$ cat src/rtl/imem_dump_reader_pkg.sv
// Shared constants for the instruction-memory dump reader: FSM encoding and
// the default data/address widths common to the memory, loader and reader.
package imem_dump_reader_pkg;

  localparam int DW_DEF = 16;
  localparam int AW_DEF = 16;

  typedef enum logic [1:0] {
    ST_IDLE = 2'd0,
    ST_RUN  = 2'd1,
    ST_FIN  = 2'd2
  } state_t;

endpackage

$ cat src/rtl/imem_dump_chksum.sv
// DW-bit running sum; clr wins over en, both take effect on the next edge.
// No handshake: the owner pulses en once per word it wants summed.
module imem_dump_chksum #(
  parameter int DW = 16
) (
  input  logic          clk,
  input  logic          rst_n,
  input  logic          clr,
  input  logic          en,
  input  logic [DW-1:0] din,
  output logic [DW-1:0] sum
);

  always_ff @(posedge clk or negedge rst_n) begin
    if (!rst_n) begin
      sum <= '0;
    end else if (clr) begin
      sum <= '0;
    end else if (en) begin
      sum <= sum + din;
    end
  end

endmodule

$ cat src/rtl/imem_dump_reader.sv
// Streams count words from base through a valid/ready port, summing them; first word
// 2 edges after start, one word per cycle while dout_ready holds, dout frozen when stalled.
module imem_dump_reader
  import imem_dump_reader_pkg::*;
#(
  parameter int DW = DW_DEF,
  parameter int AW = AW_DEF
) (
  input  logic          clk,
  input  logic          reset,
  input  logic          start,
  input  logic [AW-1:0] base,
  input  logic [AW-1:0] count,
  input  logic [AW-1:0] maxmem,
  output logic [AW-1:0] mar,
  input  logic [DW-1:0] memout,
  output logic [DW-1:0] dout,
  output logic          dout_valid,
  input  logic          dout_ready,
  output logic          busy,
  output logic          done,
  output logic          error,
  output logic [DW-1:0] checksum
);

  state_t        state;
  logic [AW-1:0] addr;
  logic [AW-1:0] remaining;

  logic slot_free;
  logic rem_nz;
  logic in_range;
  logic start_acc;
  logic load;

  assign slot_free = !dout_valid || dout_ready;
  assign rem_nz    = (remaining != '0);
  assign in_range  = (addr <= maxmem);
  assign start_acc = (state == ST_IDLE) && start;
  assign load      = (state == ST_RUN) && rem_nz && in_range && slot_free;

  // The memory port is only ours while a run is walking addresses.
  assign mar = (state == ST_RUN) ? addr : '0;

  always_ff @(posedge clk or negedge reset) begin
    if (!reset) begin
      state      <= ST_IDLE;
      addr       <= '0;
      remaining  <= '0;
      dout       <= '0;
      dout_valid <= 1'b0;
      busy       <= 1'b0;
      done       <= 1'b0;
      error      <= 1'b0;
    end else begin
      done <= 1'b0;
      case (state)
        ST_IDLE: begin
          if (start) begin
            addr      <= base;
            remaining <= count;
            error     <= 1'b0;
            busy      <= 1'b1;
            if (count == '0) begin
              state <= ST_FIN;
              done  <= 1'b1;
            end else begin
              state <= ST_RUN;
            end
          end
        end
        ST_RUN: begin
          // Out-of-range abort drops any unaccepted word in dout.
          if (rem_nz && !in_range) begin
            error      <= 1'b1;
            dout_valid <= 1'b0;
            busy       <= 1'b0;
            state      <= ST_IDLE;
          end else if (load) begin
            dout       <= memout;
            dout_valid <= 1'b1;
            addr       <= addr + 1'b1;
            remaining  <= remaining - 1'b1;
          end else if (!rem_nz && slot_free) begin
            dout_valid <= 1'b0;
            done       <= 1'b1;
            state      <= ST_FIN;
          end
        end
        ST_FIN: begin
          busy  <= 1'b0;
          state <= ST_IDLE;
        end
        default: state <= ST_IDLE;
      endcase
    end
  end

  imem_dump_chksum #(
    .DW(DW)
  ) u_chksum (
    .clk  (clk),
    .rst_n(reset),
    .clr  (start_acc),
    .en   (load),
    .din  (memout),
    .sum  (checksum)
  );

endmodule

$ cat config.mk
export PLATFORM = sky130hd
export DESIGN_NAME = imem_dump_reader
export DESIGN_NICKNAME = d
export VERILOG_FILES = /design/src/rtl/imem_dump_reader_pkg.sv /design/src/rtl/imem_dump_chksum.sv /design/src/rtl/imem_dump_reader.sv
export SDC_FILE = /design/constraint.sdc
export NUM_CORES = 1
export LEC_CHECK = 0
export ABC_AREA = 1
export CORE_MARGIN = 10
export CORE_UTILIZATION = 45
export CTS_CLUSTER_SIZE = 10
export DETAILED_ROUTE_END_ITERATION = 12
export PLACE_DENSITY_LB_ADDON = 0.15
export SYNTH_ARGS = -nofsm -noshare
export SYNTH_HDL_FRONTEND = slang
export SYNTH_SLANG_ARGS = --single-unit
$ cat constraint.sdc
create_clock -name clk -period 4.6 [get_ports clk]
set_input_delay 0.69 -clock clk [delete_from_list [all_inputs] [get_ports clk]]
set_output_delay 0.69 -clock clk [all_outputs]
set_load 0.005 [all_outputs]
==> impl_metrics.env, run 1 <==
export IMPL_io_buffers=119
export IMPL_grt_overflow=0
export IMPL_holdCritPathClass="in -> async"
export IMPL_start_kind="input pin"
export IMPL_hold_viol=0
export IMPL_peakVddDrop_mv=0.3209
export IMPL_vias_per_cell=5.162
export IMPL_netlist_instances=754
export IMPL_cts_made_buffers=9
export IMPL_crit_path_end_kind="flop"
export IMPL_clk_path_buf_depth=2
export IMPL_maxSlewHeadroom=0.3376
export IMPL_timing_critical_path_required_ps=4870
export IMPL_grt_pass1_wl_um=25160
export IMPL_die_w_um=127.0
export IMPL_drt_first_iter_violations=332
export IMPL_dp_cells=998
export IMPL_final_area_sq_um=6739
export IMPL_syn_area_sq_um=5156
export IMPL_cts_hold_fix_buffers=0
export IMPL_route_met2_wl_um=7343
export IMPL_wire_per_inst_um=14.74
export IMPL_drive_gt1_frac=0.03789
export IMPL_syn_nets=859
export IMPL_met1_length_um=6382
export IMPL_worst_pin_slew_ps=993.6
export IMPL_cts_htree_levels=3
export IMPL_dr_wl_met3_um=905
export IMPL_yosys_warnings=0
export IMPL_outcome="finished clean"
export IMPL_detail_route_first_pass_iterations=5
export IMPL_worstPathArrival_ps=3520
export IMPL_clkLatencyLatePin_ps=330
export IMPL_synth_area_leaders="dfrtp_1, nand2_1, ha_1"
export IMPL_seq_power_share=0.276
export IMPL_area_delta_synth_final_pct=30.70
export IMPL_powerDensity_nw_per_um2=654.6
export IMPL_core_area_sq_um=11320
export IMPL_place_congestion=0.8944
export IMPL_p_sw_mw=1.987
export IMPL_min_period_over_period=0.7077
export IMPL_cp_max_fo=33
export IMPL_nNetsFinal=971
export IMPL_post_route_drc_count=0
export IMPL_clockPowerShare=0.167
export IMPL_antenna_found_initial=0
export IMPL_io_pins=120
export IMPL_final_cell_count_no_fill=1014
export IMPL_dp_hpwl_um=11320
export IMPL_drv_cap=0
export IMPL_clkTransAtPathRegs_ps=60
export IMPL_fp_row_count=39
export IMPL_final_max_slew_viol_count=0
export IMPL_synth_cell_types=38
export IMPL_critPathKind="in -> reg"
export IMPL_synth_edf_count=0
export IMPL_cp_depth=17
export IMPL_cts_resized=0
export IMPL_cts_setup_buffers=0
export IMPL_rsz0062_at_grt="no"
export IMPL_fin_crit_ps=3255
export IMPL_fill_cells=1105
export IMPL_grt_max_degree=38
export IMPL_p_comb_frac=0.556
export IMPL_rr_worst_depth=11
export IMPL_path_common_cell="nand2_1"
export IMPL_top_layer="met4"
export IMPL_p_leak_nw=3.461
export IMPL_final_cell_mix="nand2_1, clkdlybuf4s50_1, inv_1"
export IMPL_cts_tree="yes"
export IMPL_die_h_um=127.0
export IMPL_intPower_mw=2.424
export IMPL_routed_via_count=5234
export IMPL_slowest_delay_ps=450
export IMPL_swShare=0.4505
export IMPL_fin_tns_setup_ps=0
export IMPL_dieArea_sq_um=16140
export IMPL_start_util=0.4555
export IMPL_dpl_cell_area_sq_um=6424
export IMPL_yosysTopAreaCellShare=0.3397
export IMPL_clockRootBuffer="clkbuf_16"
export IMPL_diodes=0
export IMPL_final_common_cell="nand2_1"
export IMPL_setup_viol=0
export IMPL_synth_seq_area_share=0.3397
export IMPL_cts_sinks=70
export IMPL_crit_slowest_cell="clkdlybuf4s50_1"
export IMPL_wl_um=14950
export IMPL_async_flop_share=1.000
export IMPL_postSynthAreaPerCell_sq_um=6.838
export IMPL_grt_pass1_vias=5240
export IMPL_critPathBufInv=3
export IMPL_grt_use_total=0.1855
export IMPL_crit_chain="clkdlybuf4s50_1 -> inv_1 -> ha_1 -> nand2_1 -> inv_1 -> nand2_1 -> nand2_1 -> nand2_1 -> nand2_1 -> nand2_1 -> nand2_1 -> nand2_1 -> nand2_2 -> nand2_4 -> nand2_4 -> nand2_1 -> nand2_1"
export IMPL_fin_skew_ps=7.834
export IMPL_fmax_mhz=307.2
export IMPL_synth_main_ff_cell="dfrtp_1"
export IMPL_ant_nets=0
export IMPL_yosys_area_top_type="dfrtp_1"
export IMPL_crit_family="simple AND/OR/NAND/NOR gates"
export IMPL_synth_seq_cells=70
==> power by group through the flow <==
stage                     sequential [mW]  combinational, mW  clock [mW]
after floorplan                      1.15               1.67           0
after global placement               1.22               2.40           0
after detailed placement             1.23               2.46           0
after CTS                            1.22               2.48       0.757
after global routing                 1.27               2.80       0.784
final                                1.22               2.45       0.738
==> per-stage QoR <==
stage	setup slack (ps)	utilization	hold WS (ps)	power [mW]
finish	1345	0.5953	475.8	4.411
global route	992.4	0.5953	507.7	4.853
CTS	1308	0.5953	485.0	4.454
detailed placement	979.5	0.5674	468.3	3.686
global placement	1126	0.5674	461.5	3.617
floorplan	2422	-	394.4	2.825
==> registers in the layout, indices dropped and copies added, names as in the netlist <==
signal        count
done              1
state             2
error             1
remaining        16
dout_valid        1
dout             16
busy              1
addr             16
u_chksum.sum     16
==> cell usage after synthesis, types with 2 or more instances <==
cell and n:
a21o_1 2, a21oi_1 35, a31oi_1 3, buf_1 3, buf_2 6, buf_4 3, buf_6 4, clkbuf_1 7
dfrtp_1 70, ha_1 36, inv_1 86, mux2i_1 4, nand2_1 266, nand2_2 2, nand2_4 2, nand3_1 63
nand3b_1 7, nand4_1 8, nor2_1 64, nor3_1 7, nor3_2 2, nor4_1 4, o21ai_0 31, o21ai_1 8
o21bai_1 2, xnor2_1 12, xor2_1 6
==> final timing paths <==
| check | startpoint | slack (ps) | to |
|---|---|---|---|
| setup / recovery | maxmem[3] | 1340 | remaining[5]$_DFFE_PN0P_ |
| hold / removal | reset | 480 | addr[15]$_DFFE_PN0P_ |
| setup reg to reg | state[1]$_DFFE_PN0P_ | 1380 | remaining[5]$_DFFE_PN0P_ |
| hold reg to reg | dout[11]$_DFFE_PN0P_ | 480 | dout[11]$_DFFE_PN0P_ |
| max in group asynchronous | reset | 3140 | dout[5]$_DFFE_PN0P_ |
| min in group clk | dout[11]$_DFFE_PN0P_ | 480 | dout[11]$_DFFE_PN0P_ |
==> worst reg2reg max path, delay by kind of cell (launching register included) <==
kind | cells | cell delay, ps
fa+ha+maj | 1 | 810
buf+inv | 3 | 290
flops | 1 | 390
simple gates | 7 | 1620
==> cells by family (layout without fill, tap and decap cells) <==
| group | after synthesis | count (layout) | share of synthesized area |
|---|---|---|---|
| AOI/OAI and AO/OA | 85 | 85 | 0.08930 |
| and+or+nand+nor | 430 | 430 | 0.3519 |
| adders and majority gates | 37 | 37 | 0.09124 |
| muxes | 4 | 4 | 0.007765 |
| xor gates and xnor gates | 18 | 18 | 0.03057 |
| buffers and inverters | 110 | 227 | 0.08954 |
| DFF | 70 | 70 | 0.3397 |
==> cell type report <==
type | count | area [sq um] | share of cell area
clock inverters | 6 | 86.33 | 0.01281
repair buffers | 124 | 1224 | 0.1816
inverters | 87 | 326.6 | 0.04846
flip-flops and latches | 70 | 1752 | 0.2599
well taps | 143 | 178.9 | 0.02655
multi-input cells | 574 | 2943 | 0.4367
clock buffers | 10 | 229.0 | 0.03398
==> routing by layer <==
layer  global-route usage  vias to the layer above
li1                     -                     2641
met1               0.2197                     2404
met2               0.3223                      163
met3              0.04425                       26
met4              0.06162                        0
met5                    0                        -
(Power assumes the default switching activity.)
==> run 2, diff against run 1 <==
clock period = 2.9 ns   (was 4.6 ns; I/O delays follow)
==> run 2 against run 1 <==
Effect of this change: sequential share of layout area fell by 0.063 points; via count unchanged; routed wire length fell by 0.43%; cell count is 0.69% higher; sequential cell count did not move; count of clock-buffer cells in the layout fell by 1.
==> impl_metrics.env, run 2 (synthesized netlist as in run 1, its figures left out) <==
export IMPL_outcome="finished clean"
export IMPL_routed_via_count=5234
export IMPL_cts_sinks=70
export IMPL_fin_skew_ps=4.262
export IMPL_cts_made_buffers=9
export IMPL_io_pins=120
export IMPL_clkTransAtPathRegs_ps=60
export IMPL_wire_per_inst_um=14.58
export IMPL_fin_tns_setup_ps=0
export IMPL_fill_cells=1099
export IMPL_holdCritPathClass="in -> async"
export IMPL_fin_hold_ws_ps=123.6
export IMPL_cts_resized=0
export IMPL_grt_use_total=0.1848
export IMPL_io_buffers=119
export IMPL_p_leak_nw=3.480
export IMPL_cp_max_fo=25
export IMPL_rsz0062_at_grt="no"
export IMPL_critPathKind="reg -> out"
export IMPL_clockPowerShare=0.144
export IMPL_drv_cap=0
export IMPL_final_common_cell="nand2_1"
export IMPL_ff_latch_area_sq_um=1752
export IMPL_clk_path_buf_depth=2
export IMPL_die_w_um=127.0
export IMPL_worstPathArrival_ps=2010
export IMPL_clkLatencyLatePin_ps=330
export IMPL_cts_tree="yes"
export IMPL_clockRootBuffer="clkbuf_16"
export IMPL_intPower_mw=3.724
export IMPL_start_util=0.4555
export IMPL_wl_um=14890
export IMPL_final_max_slew_viol_count=0
export IMPL_cts_setup_buffers=0
export IMPL_core_area_sq_um=11320
export IMPL_cts_htree_levels=3
export IMPL_worst_pin_slew_ps=664.4
export IMPL_swShare=0.4586
export IMPL_vias_per_cell=5.126
export IMPL_drt_first_iter_violations=279
export IMPL_setup_viol=0
export IMPL_multi_input_area_sq_um=2943
export IMPL_antenna_found_initial=0
export IMPL_min_period_over_period=0.8445
export IMPL_post_route_drc_count=0
export IMPL_final_core_util=0.5967
export IMPL_die_h_um=127.0
export IMPL_fmax_mhz=408.3
export IMPL_hold_viol=0
export IMPL_final_cell_mix="nand2_1, clkdlybuf4s50_1, inv_1"
export IMPL_detail_route_first_pass_iterations=4
export IMPL_place_congestion=0.8481
export IMPL_grt_max_degree=46
export IMPL_fp_row_count=39
export IMPL_timing_critical_path_required_ps=2470
export IMPL_grt_pass1_wl_um=25220
export IMPL_start_kind="flop"
export IMPL_peakVddDrop_mv=0.4657
export IMPL_slowest_delay_ps=520
export IMPL_p_comb_frac=0.576
export IMPL_diodes=0
export IMPL_cts_hold_fix_buffers=0
export IMPL_crit_slowest_cell="clkdlybuf4s50_1"
export IMPL_powerDensity_nw_per_um2=1018
export IMPL_drive_gt1_frac=0.04670
export IMPL_fin_crit_ps=2449
export IMPL_crit_path_end_kind="primary output"
export IMPL_p_sw_mw=3.155
export IMPL_area_delta_synth_final_pct=31.01
export IMPL_ant_nets=0
export IMPL_grt_pass1_vias=5276
export IMPL_dieArea_sq_um=16140
export IMPL_maxSlewHeadroom=0.5570
export IMPL_nNetsFinal=978
export IMPL_grt_overflow=0
export IMPL_seq_power_share=0.280
export IMPL_path_common_cell="inv_1"
export IMPL_dp_hpwl_um=11520
export IMPL_crit_chain="inv_1 -> ha_1 -> buf_4 -> nand2_1 -> inv_1 -> clkdlybuf4s50_1"
-- run 2: layout make-up --
class | instances | share of cell area
multi-input cells | 574 | 0.4356
flip-flops and latches | 70 | 0.2593
repair buffers | 131 | 0.1908
inverters | 87 | 0.04834
clock buffers | 9 | 0.03334
well taps | 143 | 0.02649
clock inverters | 7 | 0.006112
-- run 2: power groups by stage --
stage / Clock, mW / Combinational (mW) / Sequential, mW
CTS: 1.02 / 4.00 / 1.92
finish: 0.992 / 3.96 / 1.93
global route: 1.06 / 4.53 / 2.01
floorplan: 0 / 2.65 / 1.83
global placement: 0 / 3.89 / 1.93
detailed placement: 0 / 3.97 / 1.93
-- run 2: stage by stage --
stage | setup slack (ps) | std cells | power, mW | instance area, sq um
global route | 305.5 | 1021 | 7.587 | 6755
detailed placement | 153.1 | 1005 | 5.906 | 6489
global placement | 219.9 | 1005 | 5.815 | 6489
CTS | 454.2 | 1021 | 6.942 | 6755
finish | 450.8 | 1021 | 6.879 | 6755
floorplan | 976.9 | 754 | 4.480 | 5156
-- run 2: critical path: cells and delay by family (launching register included) --
family,cells,cell delay (ps)
buffers and inverters,4,1010
adders and majority gates,1,160
and+or+nand+nor,1,110
DFF,1,390
-- run 2: final timing paths --
check | startpoint | endpoint | slack, ps | cells after the start
setup / recovery | state[1]$_DFFE_PN0P_ | mar[5] | 450 | 6
hold reg to reg | dout[10]$_DFFE_PN0P_ | dout[10]$_DFFE_PN0P_ | 480 | 2
min in group clk | dout[10]$_DFFE_PN0P_ | dout[10]$_DFFE_PN0P_ | 480 | 2
setup reg to reg | addr[9]$_DFFE_PN0P_ | remaining[15]$_DFFE_PN0P_ | 620 | 13
max in group asynchronous | reset | addr[12]$_DFFE_PN0P_ | 2080 | 2
hold / removal | reset | addr[15]$_DFFE_PN0P_ | 120 | 1
-- run 2: per-layer routing --
layer	vias up	GRT usage	wire (um)
li1	2646	-	-
met1	2429	0.2189	6420
met2	139	0.3244	7451
met3	20	0.04218	820
met4	0	0.05693	194
met5	-	0	0
==> run 3, diff against run 2 <==
clock period = 2.4 ns   (was 2.9 ns; I/O delays follow)
==> run 3 against run 2 <==
Effect of this change: non-clock buffer count up 10; highest routed layer unchanged; clock power up 51%; global-route usage increased by 0.43 points; total power grew 30%; sequential power grew 20%; critical path type unchanged; clock skew is 3.3 ps higher; first-iteration DRC count up 30%; worst setup slack worse by 340 ps; sequential share of layout area is 0.78 points lower; largest cell class unchanged; critical path depth unchanged; die area unchanged.
==> impl_metrics.env, run 3 (synthesized netlist as in run 1, its figures left out) <==
export IMPL_cts_made_buffers=9
export IMPL_fmax_mhz=437.2
export IMPL_cts_hold_fix_buffers=0
export IMPL_final_max_slew_viol_count=0
export IMPL_cts_sinks=70
export IMPL_grt_pass1_wl_um=25510
export IMPL_wire_per_inst_um=14.91
export IMPL_multi_input_area_sq_um=2962
export IMPL_cts_tree="yes"
export IMPL_wl_um=15340
export IMPL_fin_skew_ps=7.529
export IMPL_rsz0062_at_grt="no"
export IMPL_final_cell_mix="nand2_1, clkdlybuf4s50_1, inv_1"
export IMPL_nNetsFinal=988
export IMPL_setup_viol=0
export IMPL_post_route_drc_count=0
export IMPL_die_w_um=127.0
export IMPL_fin_crit_ps=2287
export IMPL_final_common_cell="nand2_1"
export IMPL_cts_htree_levels=3
export IMPL_min_period_over_period=0.9531
export IMPL_start_util=0.4555
export IMPL_clkLatencyLatePin_ps=340
export IMPL_start_kind="flop"
export IMPL_die_h_um=127.0
export IMPL_vias_per_cell=5.170
export IMPL_worst_pin_slew_ps=763.1
export IMPL_io_buffers=119
export IMPL_antenna_found_initial=0
export IMPL_peakVddDrop_mv=0.5551
export IMPL_cp_max_fo=25
export IMPL_place_ws_ps=-243.9
export IMPL_worstPathArrival_ps=1930
export IMPL_hold_viol=0
export IMPL_grt_max_degree=71
export IMPL_area_delta_synth_final_pct=35.09
export IMPL_clockRootBuffer="clkbuf_16"
export IMPL_p_leak_nw=3.581
export IMPL_place_congestion=0.8953
export IMPL_fill_cells=1068
export IMPL_detail_route_first_pass_iterations=5
export IMPL_grt_pass1_vias=5348
export IMPL_final_area_sq_um=6965
export IMPL_drive_gt1_frac=0.05643
export IMPL_crit_path_end_kind="primary output"
export IMPL_routed_via_count=5320
export IMPL_powerDensity_nw_per_um2=1280
export IMPL_ant_nets=0
export IMPL_maxSlewHeadroom=0.4866
export IMPL_outcome="finished clean"
export IMPL_fp_row_count=39
export IMPL_grt_overflow=0
export IMPL_dieArea_sq_um=16140
export IMPL_fin_ws_ps=112.6
export IMPL_dp_hpwl_um=11530
export IMPL_critPathKind="reg -> out"
export IMPL_dpl_cell_area_sq_um=6614
export IMPL_drv_cap=0
export IMPL_ff_latch_area_sq_um=1752
export IMPL_clk_path_buf_depth=2
export IMPL_holdCritPathClass="in -> async"
export IMPL_drt_first_iter_violations=362
export IMPL_core_area_sq_um=11320
export IMPL_timing_critical_path_required_ps=2040
export IMPL_io_pins=120
export IMPL_grt_use_total=0.1891
export IMPL_diodes=0
export IMPL_clkTransAtPathRegs_ps=50
==> run 3: cell types whose count changed in the layout (fill, tap and decap cells not counted), moves of 3 or more <==
cell / previous run / this run
buf_12: 1 / 5
buf_4: 11 / 16
bufinv_16: 0 / 3
clkinv_2: 5 / 2
==> run 3: per-stage QoR <==
stage / cells / utilization / hold slack, ps / total power [mW] / TNS [ps]
after floorplan: 754 / - / 64.41 / 5.414 / 0
after global placement: 1015 / 0.5842 / 421.2 / 7.208 / -4387
after detailed placement: 1015 / 0.5842 / 418.7 / 7.353 / -7477
after CTS: 1029 / 0.6130 / 67.38 / 8.907 / 0
after global routing: 1029 / 0.6153 / 83.96 / 9.715 / 0
final: 1029 / 0.6153 / 23.65 / 8.915 / 0
==> run 3: area by class of cell <==
| class | instances | share of cell area |
|---|---|---|
| clock buffers | 9 | 0.03233 |
| multi-input cells | 574 | 0.4252 |
| flip-flops and latches | 70 | 0.2515 |
| inverters | 87 | 0.04688 |
| clock inverters | 5 | 0.01437 |
| repair buffers | 141 | 0.2041 |
| well taps | 143 | 0.02569 |
==> run 3: path summary, 6_finish.rpt <==
kind	from	to	slack (ps)	cells past startpoint
worst max-delay path	state[1]$_DFFE_PN0P_	mar[5]	110	6
worst min-delay path	reset	addr[15]$_DFFE_PN0P_	20	2
worst max register to register	state[1]$_DFFE_PN0P_	u_chksum.sum[2]$_DFFE_PN0P_	220	10
worst min register to register	dout[3]$_DFFE_PN0P_	dout[3]$_DFFE_PN0P_	480	2
max in group asynchronous	reset	addr[9]$_DFFE_PN0P_	2030	2
min in group clk	dout[3]$_DFFE_PN0P_	dout[3]$_DFFE_PN0P_	480	2
==> run 3: worst max-delay path: stages (launching register included) <==
cell and delay, ps:
dfrtp_1 390, inv_1 80, ha_1 200, buf_8 210, nand2_1 90, inv_1 90, clkdlybuf4s50_1 520
==> run 3: where the power goes <==
group          internal [mW]  leakage, nW  switching, mW
Clock                  0.999        0.161          0.502
Sequential              1.75        0.888          0.561
Combinational           2.26         2.53           2.85
==> run 3: what timing repair did <==
| item | CTS | global route |
|---|---|---|
| endpoints found under the setup margin | 0 | 45 |
| setup buffers | 0 | 0 |
| hold endpoints to repair | 0 | 0 |
| gates resized for setup | 0 | 5 |
==> run 3: metal layers <==
layer  global-route usage  vias to the layer above  wire (um)
met3              0.04508                       27        828
met2               0.3332                      156       7585
li1                     -                     2667          -
met5                    0                        -          0
met4              0.06028                        0        263
met1               0.2211                     2470       6662
